**config.mk**
```make
export PLATFORM = sky130hd
export DESIGN_NAME = mii_tx_serializer
export DESIGN_NICKNAME = d
export VERILOG_FILES = /design/src/rtl/mii_tx_serializer.sv
export SDC_FILE = /design/constraint.sdc
export NUM_CORES = 1
export LEC_CHECK = 0
export ABC_AREA = 1
export CAP_MARGIN = 40
export CORE_MARGIN = 5
export CORE_UTILIZATION = 50
export CTS_CLUSTER_DIAMETER = 120
export CTS_CLUSTER_SIZE = 14
export DETAILED_ROUTE_END_ITERATION = 6
export PLACE_DENSITY = 0.69
export SLEW_MARGIN = 25
export SYNTH_ARGS = -nofsm -noshare
export SYNTH_HDL_FRONTEND = slang
export SYNTH_SLANG_ARGS = --single-unit
```
**constraint.sdc**
```tcl
create_clock -name clk -period 2.7 [get_ports clk]
set_input_delay 0.54 -clock clk [delete_from_list [all_inputs] [get_ports clk]]
set_output_delay 0.54 -clock clk [all_outputs]
set_load 0.01 [all_outputs]
```
**src/rtl/mii_tx_serializer.sv**
```systemverilog
// mii_tx_serializer: byte FIFO feeding a 4-bit MII transmitter with inter-frame gap and underrun handling.
// Define ETH_FCS_EN to append a CRC-32 FCS over the bytes following the SFD.
module mii_tx_serializer #(
    parameter int FIFO_DEPTH = 4,
    parameter int IPG_BYTES  = 12
) (
    input  logic       clk,
    input  logic       rst_n,
    input  logic [7:0] in_byte,
    input  logic       in_valid,
    input  logic       in_last,
    output logic       in_ready,
    output logic [3:0] mii_txd,
    output logic       mii_tx_en,
    output logic       mii_tx_er,
    output logic       busy,
    output logic       underrun
);
    localparam int AW = $clog2(FIFO_DEPTH);
    localparam int CW = $clog2(2 * IPG_BYTES + 8);
    localparam logic [AW:0] FULL = (AW + 1)'(FIFO_DEPTH);
    localparam logic [CW-1:0] IPG_END = CW'(2 * IPG_BYTES - 1);

    typedef enum logic [2:0] {IDLE, TX_LO, TX_HI, FCS, ERR, FLUSH, IPG} state_t;
`ifdef ETH_FCS_EN
    localparam state_t AFTER_LAST = FCS;
`else
    localparam state_t AFTER_LAST = IPG;
`endif

    state_t        r_state, w_next;
    logic [8:0]    r_mem [FIFO_DEPTH];
    logic [AW-1:0] r_wp, r_rp;
    logic [AW:0]   r_cnt, r_lcnt;
    logic [7:0]    r_byte;
    logic          r_last, r_rdy;
    logic [CW-1:0] r_cyc;
    logic [8:0]    w_head;
    logic [3:0]    w_txd, w_fcs;
    logic          w_en, w_er, w_pop, w_push, w_empty, w_start;

    assign w_head   = r_mem[r_rp];
    assign w_empty  = r_cnt == '0;
    assign w_start  = (r_cnt == FULL) || (r_lcnt != '0);
    // FLUSH pops every cycle it has data, so it can accept even when full
    assign in_ready = r_rdy & ((r_cnt != FULL) | (r_state == FLUSH));
    assign w_push   = in_valid & in_ready;
    assign busy     = r_state != IDLE;

`ifdef ETH_FCS_EN
    logic [31:0] r_crc, w_crc_n;
    logic [10:0] r_bcnt;
    logic        r_cov;

    function automatic logic [31:0] crc4(input logic [31:0] c, input logic [3:0] d);
        logic [31:0] x;
        x = c ^ {28'd0, d};
        for (int i = 0; i < 4; i++) x = x[0] ? (x >> 1) ^ 32'hEDB88320 : x >> 1;
        return x;
    endfunction

    assign w_crc_n = ~r_crc >> {r_cyc[2:0], 2'b00};
    assign w_fcs   = w_crc_n[3:0];

    always_ff @(posedge clk or negedge rst_n) begin
        if (!rst_n) begin
            r_crc  <= '1;
            r_bcnt <= '0;
            r_cov  <= 1'b0;
        end else if (r_state == TX_LO) begin
            r_cov  <= r_bcnt >= 11'd8;
            r_bcnt <= r_bcnt + 11'(r_bcnt != '1);
            if (r_bcnt >= 11'd8) r_crc <= crc4(r_crc, w_head[3:0]);
        end else if (r_state == TX_HI) begin
            if (r_cov) r_crc <= crc4(r_crc, r_byte[7:4]);
        end else if (r_state != FCS) begin
            r_crc  <= '1;
            r_bcnt <= '0;
        end
    end
`else
    assign w_fcs = 4'd0;
`endif

    always_comb begin
        w_next = r_state;
        w_txd  = 4'd0;
        w_en   = 1'b0;
        w_er   = 1'b0;
        w_pop  = 1'b0;
        case (r_state)
            IDLE:  w_next = w_start ? TX_LO : IDLE;
            TX_LO: begin
                w_pop  = 1'b1;
                w_txd  = w_head[3:0];
                w_en   = 1'b1;
                w_next = TX_HI;
            end
            TX_HI: begin
                w_txd  = r_byte[7:4];
                w_en   = 1'b1;
                w_next = r_last ? AFTER_LAST : (w_empty ? ERR : TX_LO);
            end
            FCS: begin
                w_txd  = w_fcs;
                w_en   = 1'b1;
                w_next = (r_cyc == CW'(7)) ? IPG : FCS;
            end
            // a broken frame is always discarded through its last byte
            ERR: begin
                w_en   = 1'b1;
                w_er   = 1'b1;
                w_next = FLUSH;
            end
            FLUSH: begin
                w_pop  = !w_empty;
                w_next = (!w_empty && w_head[8]) ? IPG : FLUSH;
            end
            IPG:     w_next = (r_cyc == IPG_END) ? (w_start ? TX_LO : IDLE) : IPG;
            default: w_next = IDLE;
        endcase
    end

    always_ff @(posedge clk) begin
        if (w_push) r_mem[r_wp] <= {in_last, in_byte};
    end

    always_ff @(posedge clk or negedge rst_n) begin
        if (!rst_n) begin
            r_state   <= IDLE;
            r_wp      <= '0;
            r_rp      <= '0;
            r_cnt     <= '0;
            r_lcnt    <= '0;
            r_byte    <= '0;
            r_last    <= 1'b0;
            r_rdy     <= 1'b0;
            r_cyc     <= '0;
            mii_txd   <= 4'd0;
            mii_tx_en <= 1'b0;
            mii_tx_er <= 1'b0;
            underrun  <= 1'b0;
        end else begin
            r_state <= w_next;
            r_rdy   <= 1'b1;
            r_cyc   <= (w_next != r_state) ? '0 : r_cyc + CW'(1);
            if (w_push) r_wp <= r_wp + AW'(1);
            if (w_pop) r_rp <= r_rp + AW'(1);
            r_cnt  <= r_cnt + (AW + 1)'(w_push) - (AW + 1)'(w_pop);
            r_lcnt <= r_lcnt + (AW + 1)'(w_push & in_last) - (AW + 1)'(w_pop & w_head[8]);
            if (r_state == TX_LO) {r_last, r_byte} <= w_head;
            mii_txd   <= w_txd;
            mii_tx_en <= w_en;
            mii_tx_er <= w_er;
            underrun  <= w_er;
        end
    end
endmodule
```
==> flow_summary_export.csv <==
group,metric,value,unit
timing,holdWs,0.4786,ns
synth,synth_area,2910,µm²
cts,cts_buffers,9,
synth,yosysTopAreaCell,"edfxtp_1",
timing,worst_pin_slew,0.7056,ns
global_routing,antenna_found_initial,0,
final_layout,design_area,3406,µm²
synth,synth_top_family_by_area,"simple AND/OR/NAND/NOR gates",
final_layout,post-route-util,61.10,%
placement,gp_congestion,0.7902,
timing,final_hold_viol_count,0,
route,wirelength,4.878,mm
synth,syn_nets,288,
floorplanning,core,5574,µm²
synth,yosysWarnings,0,
setup_path,r2r-start,"r_state[2]",
synth,yosysTopAreaCellShare,37.15,%
final_layout,nets,320,
global_routing,grt_pass1_wl,8.224,mm
floorplanning,die-area,7446,µm²
route,num_vias,1839,
setup_path,cp_max_fo,8,
cts,clock_latency,0.34,ns
synth,yosys-top-cells-count,"edfxtp_1 (36), nand2_1 (34), inv_1 (33)",
route,drt-initial-drc-count,91,
route,topRoutingLayerUsed,"met4",
setup_path,startpoint,"r_state[2]",
synth,yosysMostFrequentCell,"edfxtp_1",
route,viasPerCell,4.917,
power,p_per_area,1069,nW/µm²
setup_path,reg2reg_depth,9,
synth,synthArstFlopShare,45.45,%
route,dr_wl_met3,273,µm
synth,synth_edf_count,36,
outcome,status,"finished clean",
synth,yosys.area_share.adder,5.245,%
power,power,3.642,mW
route,wire_per_inst,13.04,µm
setup_path,cp-end-kind,"output port",
cts,cts_resized,0,
synth,synthSimpleGateAreaFrac,16.51,%
timing,period_share,88.99,%
cts,cts_setup_buffers,0,
synth,synth_ff_type,"edfxtp_1",
cts,cts_tree,"yes",
timing,setup-tns-final,0,ns
global_routing,grt_usage,14.80,%
cts,htree_levels,3,
power,ir_drop,0.0005356,V
floorplanning,fp.dieH,86.29,µm
synth,seq_area_frac_synth,62.94,%
floorplanning,initial_utilization,52.21,%
synth,synthDistinctLibCells,29,
setup_path,worstSetupPathType,"flop to output port",
worst_hold_path,hold_end,"r_cyc[0]",
timing,timing.fmax,416.2,MHz
placement,dp_hpwl,3.427,mm
floorplanning,die_w,86.29,µm
final_layout,fillers,488,
route,wl_met1,2.266,mm
synth,ys_seq_elements,66,
final_layout,syn2layout_area_growth,17.03,%
setup_path,rrSetupSlack,0.44,ns
route,drc,0,
final_layout,antenna_cells,0,
worst_hold_path,hold_depth,1,
synth,yosys-top-cells-area,"edfxtp_1 (37%), dfrtp_1 (26%), nand2_1 (4.4%)",
synth,synthCells,265,
cts,ctsHoldBuffers,0,
timing,slew_violations,0,
route,antenna_left,0,
synth,synth_area_per_cell,10.98,µm²
floorplanning,row_count,27,
timing,fin_skew,0.005022,ns
timing,setup_viol,0,
placement,place_area,3219,µm²
cts,clk_pin_slew,0.07,ns
global_routing,grt_pass1_vias,1742,
power,p_leak,1.444,nW
cts,clock_sinks,66,
setup_path,path_cells,"nand2_1, nor2_1, o21a_1, clkdlybuf4s50_1",
setup_path,cp-start-kind,"flop",
placement,port_buffers,20,
cts,cts-root-buf,"clkbuf_8",
timing,rsz0062_at_grt,"no",
timing,maxSlewHeadroom,52.78,%
setup_path,slowest_stage,"clkdlybuf4s50_1",
route,dr_wl_met2,2.224,mm
cts,clockBufferDepth,2,
setup_path,cp_data_required_time,2.16,ns
setup_path,crit_family,"buffers and inverters",
setup_path,cp.arrival,1.86,ns
synth,synth_compound_area_share,6.406,%
global_routing,grt_overflow,0,
floorplanning,pin_count,21,
final_layout,drive_gt1_share,14.90,%
synth,synth_mux_area_share,0,%
timing,layout_min_cycle_time,2.403,ns
route,dr.pass1.iters,4,
setup_path,crit_path_max_incr_delay,0.56,ns
setup_path,cp.buffers_inverters,1,
setup_path,rr_endpoint,"r_cnt[2]",
synth,synth_xor_area_share,2.709,%
job,drv_cap,0,
worst_hold_path,hp-class,"flop to flop",
worst_hold_path,min-delay-start,"r_cyc[0]",
global_routing,grt_max_degree,31,
[how the worst max path moves through the flow]
stage	end	depth (start not counted)
final	in_ready	4
after floorplan	r_cnt[2]	10
after global routing	in_ready	4
after detailed placement	r_lcnt[2]	8
after global placement	r_cnt[2]	7
after CTS	in_ready	4
[cell families (layout without fill, tap and decap cells)]
kind of cell               after synthesis  count (layout)
buffers and inverters                   43              80
AOI/OAI and AO/OA                       35              35
adders and majority gates               11              11
DFF                                     66              66
xor gates and xnor gates                 9               9
and+or+nand+nor                        100             100
other                                    1               1
[routing by layer]
layer,vias to the layer above,GRT usage [%]
met5,-,0
met4,0,8.074
met3,8,4.278
met2,37,21.30
met1,856,20.19
li1,938,-
[where the power goes]
| group | switching [mW] | internal (mW) |
|---|---|---|
| clock | 0.369 | 0.423 |
| combinational | 0.819 | 0.550 |
| sequential | 0.159 | 1.32 |
[per-stage QoR]
step,instances,setup WS (ns)
6_report,374,0.2972
5_1_grt,374,0.1915
4_1_cts,374,0.2683
3_5_place_dp,358,0.3510
3_3_place_gp,358,0.3764
2_1_floorplan,265,0.6052
[final cells by class]
cell class              count  area, µm²  share of cell area (%)
clock inverters             5      55.05                   1.616
repair buffers             28      260.3                   7.641
flip-flops and latches     66       1832                   53.78
multi-input cells         156      902.1                   26.49
well taps                  72      90.09                   2.645
inverters                  36      135.1                   3.968
clock buffers              11      131.4                   3.857
[sequential cells by signal, indices dropped and copies added, names as in the netlist, 2 cells and up]
signal and cells:
r_rp 2, r_cnt 3, mii_txd 4, r_lcnt 3, r_state 3, r_wp 2
r_mem 36, r_cyc 5, r_byte 4
[placed cells by master, fill, tap and decap left out, types with 5 or more instances in the layout]
cell type / count
inv_1: 33
ha_1: 9
nand3_1: 20
o21ai_0: 22
dfrtp_1: 30
nor3_2: 5
nand2_2: 9
buf_4: 8
clkdlybuf4s50_1: 20
a21oi_1: 6
clkbuf_8: 9
nor2_1: 25
nand2_1: 34
edfxtp_1: 36
xor2_1: 5
Note: power is estimated with default switching activity, not from simulation.
==> RTL edit 1, RTL diff (same flow settings) <==
Re-encode `state_t` (7 states) as one-hot, 7 bits wide.
--- a/src/rtl/mii_tx_serializer.sv
+++ b/src/rtl/mii_tx_serializer.sv
@@ -21,7 +21,7 @@
     localparam logic [AW:0] FULL = (AW + 1)'(FIFO_DEPTH);
     localparam logic [CW-1:0] IPG_END = CW'(2 * IPG_BYTES - 1);
 
-    typedef enum logic [2:0] {IDLE, TX_LO, TX_HI, FCS, ERR, FLUSH, IPG} state_t;
+    typedef enum logic [6:0] {IDLE = 7'b0000001, TX_LO = 7'b0000010, TX_HI = 7'b0000100, FCS = 7'b0001000, ERR = 7'b0010000, FLUSH = 7'b0100000, IPG = 7'b1000000} state_t;
 `ifdef ETH_FCS_EN
     localparam state_t AFTER_LAST = FCS;
 `else
Behaviour: no difference found for any inputs over 10 cycles, from zero or initial values and one cycle with rst_n low; not proved beyond that.
==> RTL edit 1 against the unedited design <==
- area after synthesis up 7.1%
- total power fell by 3.9%
- clock power increased by 8.7%
- wire length grew 13%
- sequential cell count increased by 4
- core utilization is 0.11 points lower
- sequential power increased by 3%
- design area is 7.3% higher
- setup slack lost 0.049 ns
- combinational power decreased by 18%
==> RTL edit 1: results <==
metrics = {
    "run_status": {
        "status": "completed",
    },
    "cts": {
        "insertion_delay_ns": 0.34,
        "clockBufferDepth": 2,
        "path_clk_slew_ns": 0.08,
        "cts_made_buffers": 9,
        "cts_max_level": 3,
        "cts-root-buf": "clkbuf_8",
    },
    "detailed_routing": {
        "wirelength_mm": 5.52,
        "drt_iter0_drc": 102,
        "dr.pass1.iters": 4,
        "wl_per_cell_um": 13.5,
        "vias_per_cell": 4.98,
    },
    "logic_synthesis": {
        "synthTopCellsByCount": "48 x nand2_1, 46 x nor2_1, 36 x edfxtp_1",
        "synth_edf_count": 36,
        "postSynthCellCount": 297,
        "synth_area_leaders": "edfxtp_1 35%, dfrtp_1 26%, nand2_1 5.8%, nor2_1 5.5%, ha_1 3.6%",
        "yosysWarnings": 0,
        "yosysSeqAreaShare_pct": 62.0,
        "synth_cell_types": 31,
        "async_flop_share_pct": 48.6,
        "syn-num-nets": 320,
    },
    "timing": {
        "clock_skew_ns": 0.00667,
    },
    "setup_path": {
        "critical_path.max_fanout": 8,
        "slowest_delay_ns": 0.45,
        "crit_slowest_cell": "dfrtp_1",
        "cp.arrival_ns": 2.68,
    },
    "placement": {
        "dp_hpwl_mm": 3.85,
        "placedCellCount": 394,
        "pre_cts_ws_ns": 0.221,
        "port_buffers": 20,
        "place_area_sq_um": 3450,
        "gp_congestion": 0.812,
    },
    "finish": {
        "largestRegisters": "r_mem: 36 flops, r_state: 7 flops, r_cyc: 5 flops",
        "drive_above_1_share_pct": 12.8,
        "layout.nets": 353,
        "diodes": 0,
        "fill_cells": 498,
    },
    "grt": {
        "grtUsageTotal_pct": 16.3,
        "grt_pass1_vias": 2001,
        "grt_pass1_wl_mm": 9.48,
        "antenna_found_initial": 0,
        "grt_max_degree": 35,
    },
    "power": {
        "ir_worst_vdd_mv": 0.459,
        "cellInternalPower_mw": 2.26,
        "total_leakage_power_nw": 1.60,
    },
    "worst_hold_path": {
        "hp-class": "reg -> reg",
    },
}
[RTL edit 1: cell types whose count changed in the layout (fill, tap and decap cells not counted), sizes merged, moves of 3 or more]
| cell | change |
|---|---|
| nor2 | +23 |
| o21ai | -4 |
| a22o | +3 |
| nor3 | +4 |
| nand2 | +10 |
| a31oi | +3 |
| nand3 | -6 |
| dfrtp | +3 |
| a21oi | -4 |
[RTL edit 1: final cells by class]
| type | instances | area (sq um) | area share (%) |
|---|---|---|---|
| Clock inverter | 7 | 81.3 | 2.23 |
| Inverter | 31 | 116 | 3.18 |
| Clock buffer | 9 | 124 | 3.39 |
| Sequential cell | 70 | 1930 | 52.9 |
| Multi-Input combinational cell | 189 | 1030 | 28.3 |
| Tap cell | 75 | 93.8 | 2.57 |
| Timing Repair Buffer | 29 | 270 | 7.40 |
[RTL edit 1: critical path, delay by kind of cell, from the launching register on]
kind | cells | cell delay, ns
fa+ha+maj | 3 | 0.87
simple gates | 4 | 0.57
flops | 1 | 0.45
compound gates | 1 | 0.18
xor+xnor | 1 | 0.17
buf+inv | 2 | 0.11
[RTL edit 1: stage by stage]
step                      util (%)  power, mW
after floorplan                  -       2.31
after global placement        57.5       2.64
after detailed placement      57.5       2.68
after CTS                     60.9       3.55
after global routing          61.0       3.78
final                         61.0       3.50
[RTL edit 1: power by group through the flow]
stage / clock [mW] / sequential [mW] / combinational (mW)
final: 0.862 / 1.52 / 1.12
after global routing: 0.936 / 1.55 / 1.30
after CTS: 0.884 / 1.52 / 1.14
after detailed placement: 0 / 1.55 / 1.13
after global placement: 0 / 1.54 / 1.11
after floorplan: 0 / 1.49 / 0.821
[RTL edit 1: per-layer routing]
metal	track usage, %	vias to the layer above	wire, um
met3	3.04	12	218
li1	-	1049	-
met2	27.7	34	2870
met4	7.71	0	117
met5	0	-	0
met1	20.0	946	2310
[RTL edit 1: final timing paths]
check | start | to | slack, ns | depth (start not counted)
min reg2reg | r_cyc[0] | r_cyc[0] | 0.47 | 1
min | r_cyc[0] | r_cyc[0] | 0.47 | 1
max | r_state[6] | r_cnt[2] | 0.25 | 11
min in group asynchronous | rst_n | r_cnt[0] | 0.61 | 2
max reg2reg | r_state[6] | r_cnt[2] | 0.25 | 11
max in group asynchronous | rst_n | r_state[0] | 1.76 | 2
[RTL edit 1: kinds of logic (layout without fill, tap and decap cells)]
logic type | count (synthesis) | after routing | share of synthesized area (%)
compound gates | 33 | 33 | 6.18
xor+xnor | 10 | 10 | 2.81
fa+ha+maj | 11 | 11 | 4.90
buf+inv | 38 | 76 | 4.82
flops | 70 | 70 | 62.0
other cells | 1 | 1 | 0.120
simple gates | 134 | 134 | 19.2
[RTL edit 1: repair_timing]
action,in CTS,in global routing
buffers inserted,0,0
setup endpoints to repair,0,1
gates resized for setup,0,1
==> RTL edit 2, RTL diff (config.mk and constraints unchanged) <==
Without the edit above. The option `ETH_FCS_EN` is turned on by a define.
--- a/src/rtl/mii_tx_serializer.sv
+++ b/src/rtl/mii_tx_serializer.sv
@@ -1,5 +1,7 @@
 // mii_tx_serializer: byte FIFO feeding a 4-bit MII transmitter with inter-frame gap and underrun handling.
 // Define ETH_FCS_EN to append a CRC-32 FCS over the bytes following the SFD.
+`define ETH_FCS_EN
+
 module mii_tx_serializer #(
     parameter int FIFO_DEPTH = 4,
     parameter int IPG_BYTES  = 12
Function: changed (Yosys sat finds a counterexample within 10 cycles, from zero or initial values and one cycle with rst_n low).
==> RTL edit 2 against the unedited design <==
- sequential cell count up 44
- synthesized cell count rose to 2.9 times the old value
- wire length rose to 3.2 times the old value
- setup slack worse by 0.20 ns
- design area up 110%
- area after synthesis up 120%
- first-iteration DRC count rose to 4.7 times the old value
- critical path type unchanged
Power is left out: the tool's default activity adds up to more than one toggle a clock period on the data nets, which glitch-free logic cannot reach.
==> RTL edit 2: results <==
metrics = {
    "cts": {
        "insertion_delay_ns": 0.36,
        "cts-root-buf": "clkbuf_16",
        "cts_made_buffers": 9,
    },
    "logic_synthesis": {
        "yosysWarnings": 0,
        "yosysSeqAreaShare_pct": 46.3,
        "ys.flop_type": "dfrtp_1",
        "synth_cell_types": 52,
        "syn-num-nets": 801,
        "async_flop_share_pct": 67.3,
        "synthTopCellsByCount": "154 x nand2_1, 79 x inv_1, 69 x nand3_1",
        "synth_area_leaders": "edfxtp_1 17%, dfrtp_1 16%, dfstp_2 13%, nand2_1 9.0%, nand3_1 5.4%",
    },
    "finish": {
        "regArea_sq_um": 2970,
        "layout.nets": 823,
        "fill_cells": 1157,
        "drive_above_1_share_pct": 13.2,
        "largestRegisters": "r_mem: 36 flops, r_crc: 32 flops, r_bcnt: 11 flops",
    },
    "grt": {
        "grt_pass1_wl_mm": 26.4,
        "grt_pass1_vias": 5306,
        "grt_overflow_total": 0,
        "grtUsageTotal_pct": 22.2,
        "grt_max_degree": 49,
    },
    "placement": {
        "dp_hpwl_mm": 10.7,
        "gp_congestion": 0.938,
        "place_area_sq_um": 6840,
    },
    "timing": {
        "clock_skew_ns": 0.00983,
        "tightest_slew_ns": 0.670,
    },
    "worst_hold_path": {
        "hp-class": "in -> async",
    },
    "detailed_routing": {
        "dr.pass1.iters": 5,
        "drt_iter0_drc": 430,
        "wl_per_cell_um": 16.2,
        "num_vias": 5391,
    },
    "run_status": {
        "status": "completed",
    },
    "setup_path": {
        "critical_path.max_fanout": 7,
        "cp.arrival_ns": 2.06,
    },
}
RTL edit 2: cell types whose count changed after synthesis, sizes merged, moves of 6 or more:
| cell | change |
|---|---|
| nand2 | +122 |
| xor2 | +25 |
| o21ai | +56 |
| xnor2 | +7 |
| dfstp | +32 |
| a21oi | +48 |
| nor2 | +46 |
| inv | +51 |
| buf | +14 |
| o22ai | +7 |
| nand3 | +51 |
| dfrtp | +12 |
| clkbuf | +6 |
RTL edit 2: worst paths after layout:
path	slack, ns	to	start	depth (start not counted)
min in group clk	0.49	r_crc[15]	r_crc[15]	2
hold reg to reg	0.49	r_crc[15]	r_crc[15]	2
hold / removal	0.21	r_state[0]	rst_n	1
setup reg to reg	0.29	r_cnt[2]	r_state[1]	10
max in group asynchronous	1.70	r_crc[31]	rst_n	2
setup / recovery	0.1	in_ready	r_state[1]	5
RTL edit 2: routing by layer:
metal  GRT usage [%]  wire [um]
met4            9.20        317
met3            3.02        888
met1            28.9       6820
met2            37.5       7760
met5               0          0
RTL edit 2: cell type report:
type | instances | share of cell area (%)
inverters | 87 | 4.56
multi-input cells | 552 | 41.6
well taps | 172 | 3.01
flip-flops and latches | 110 | 41.5
clock buffers | 11 | 3.53
clock inverters | 5 | 0.909
repair buffers | 38 | 4.82
RTL edit 2: metrics by stage:
step                hold WS (ns)  std cells  worst slack, ns
floorplan                  0.244        776            0.330
global placement           0.474        959            0.367
detailed placement         0.469        959            0.307
CTS                        0.233        975           0.0988
global route               0.264        975           0.0333
finish                     0.211        975           0.0969
RTL edit 2: logic make-up (layout without fill, tap and decap cells):
family          Yosys count  after routing  share of synthesized area, %
fa+ha+maj                13             13                          2.77
flops                   110            110                          46.3
other cells               1              1                        0.0584
buf+inv                 114            141                          7.32
xor+xnor                 41             41                          6.17
simple gates            328            328                          22.9
compound gates          169            169                          14.5
RTL edit 2: worst register-to-register path, stage by stage (launching register included):
cell     delay (ns)
dfrtp_1        0.49
inv_2          0.12
nand2_2        0.11
nor2_1         0.24
o21a_1         0.20
nand2_1        0.09
ha_1           0.28
inv_1          0.04
ha_1           0.19
fa_1           0.39
xor2_1         0.17
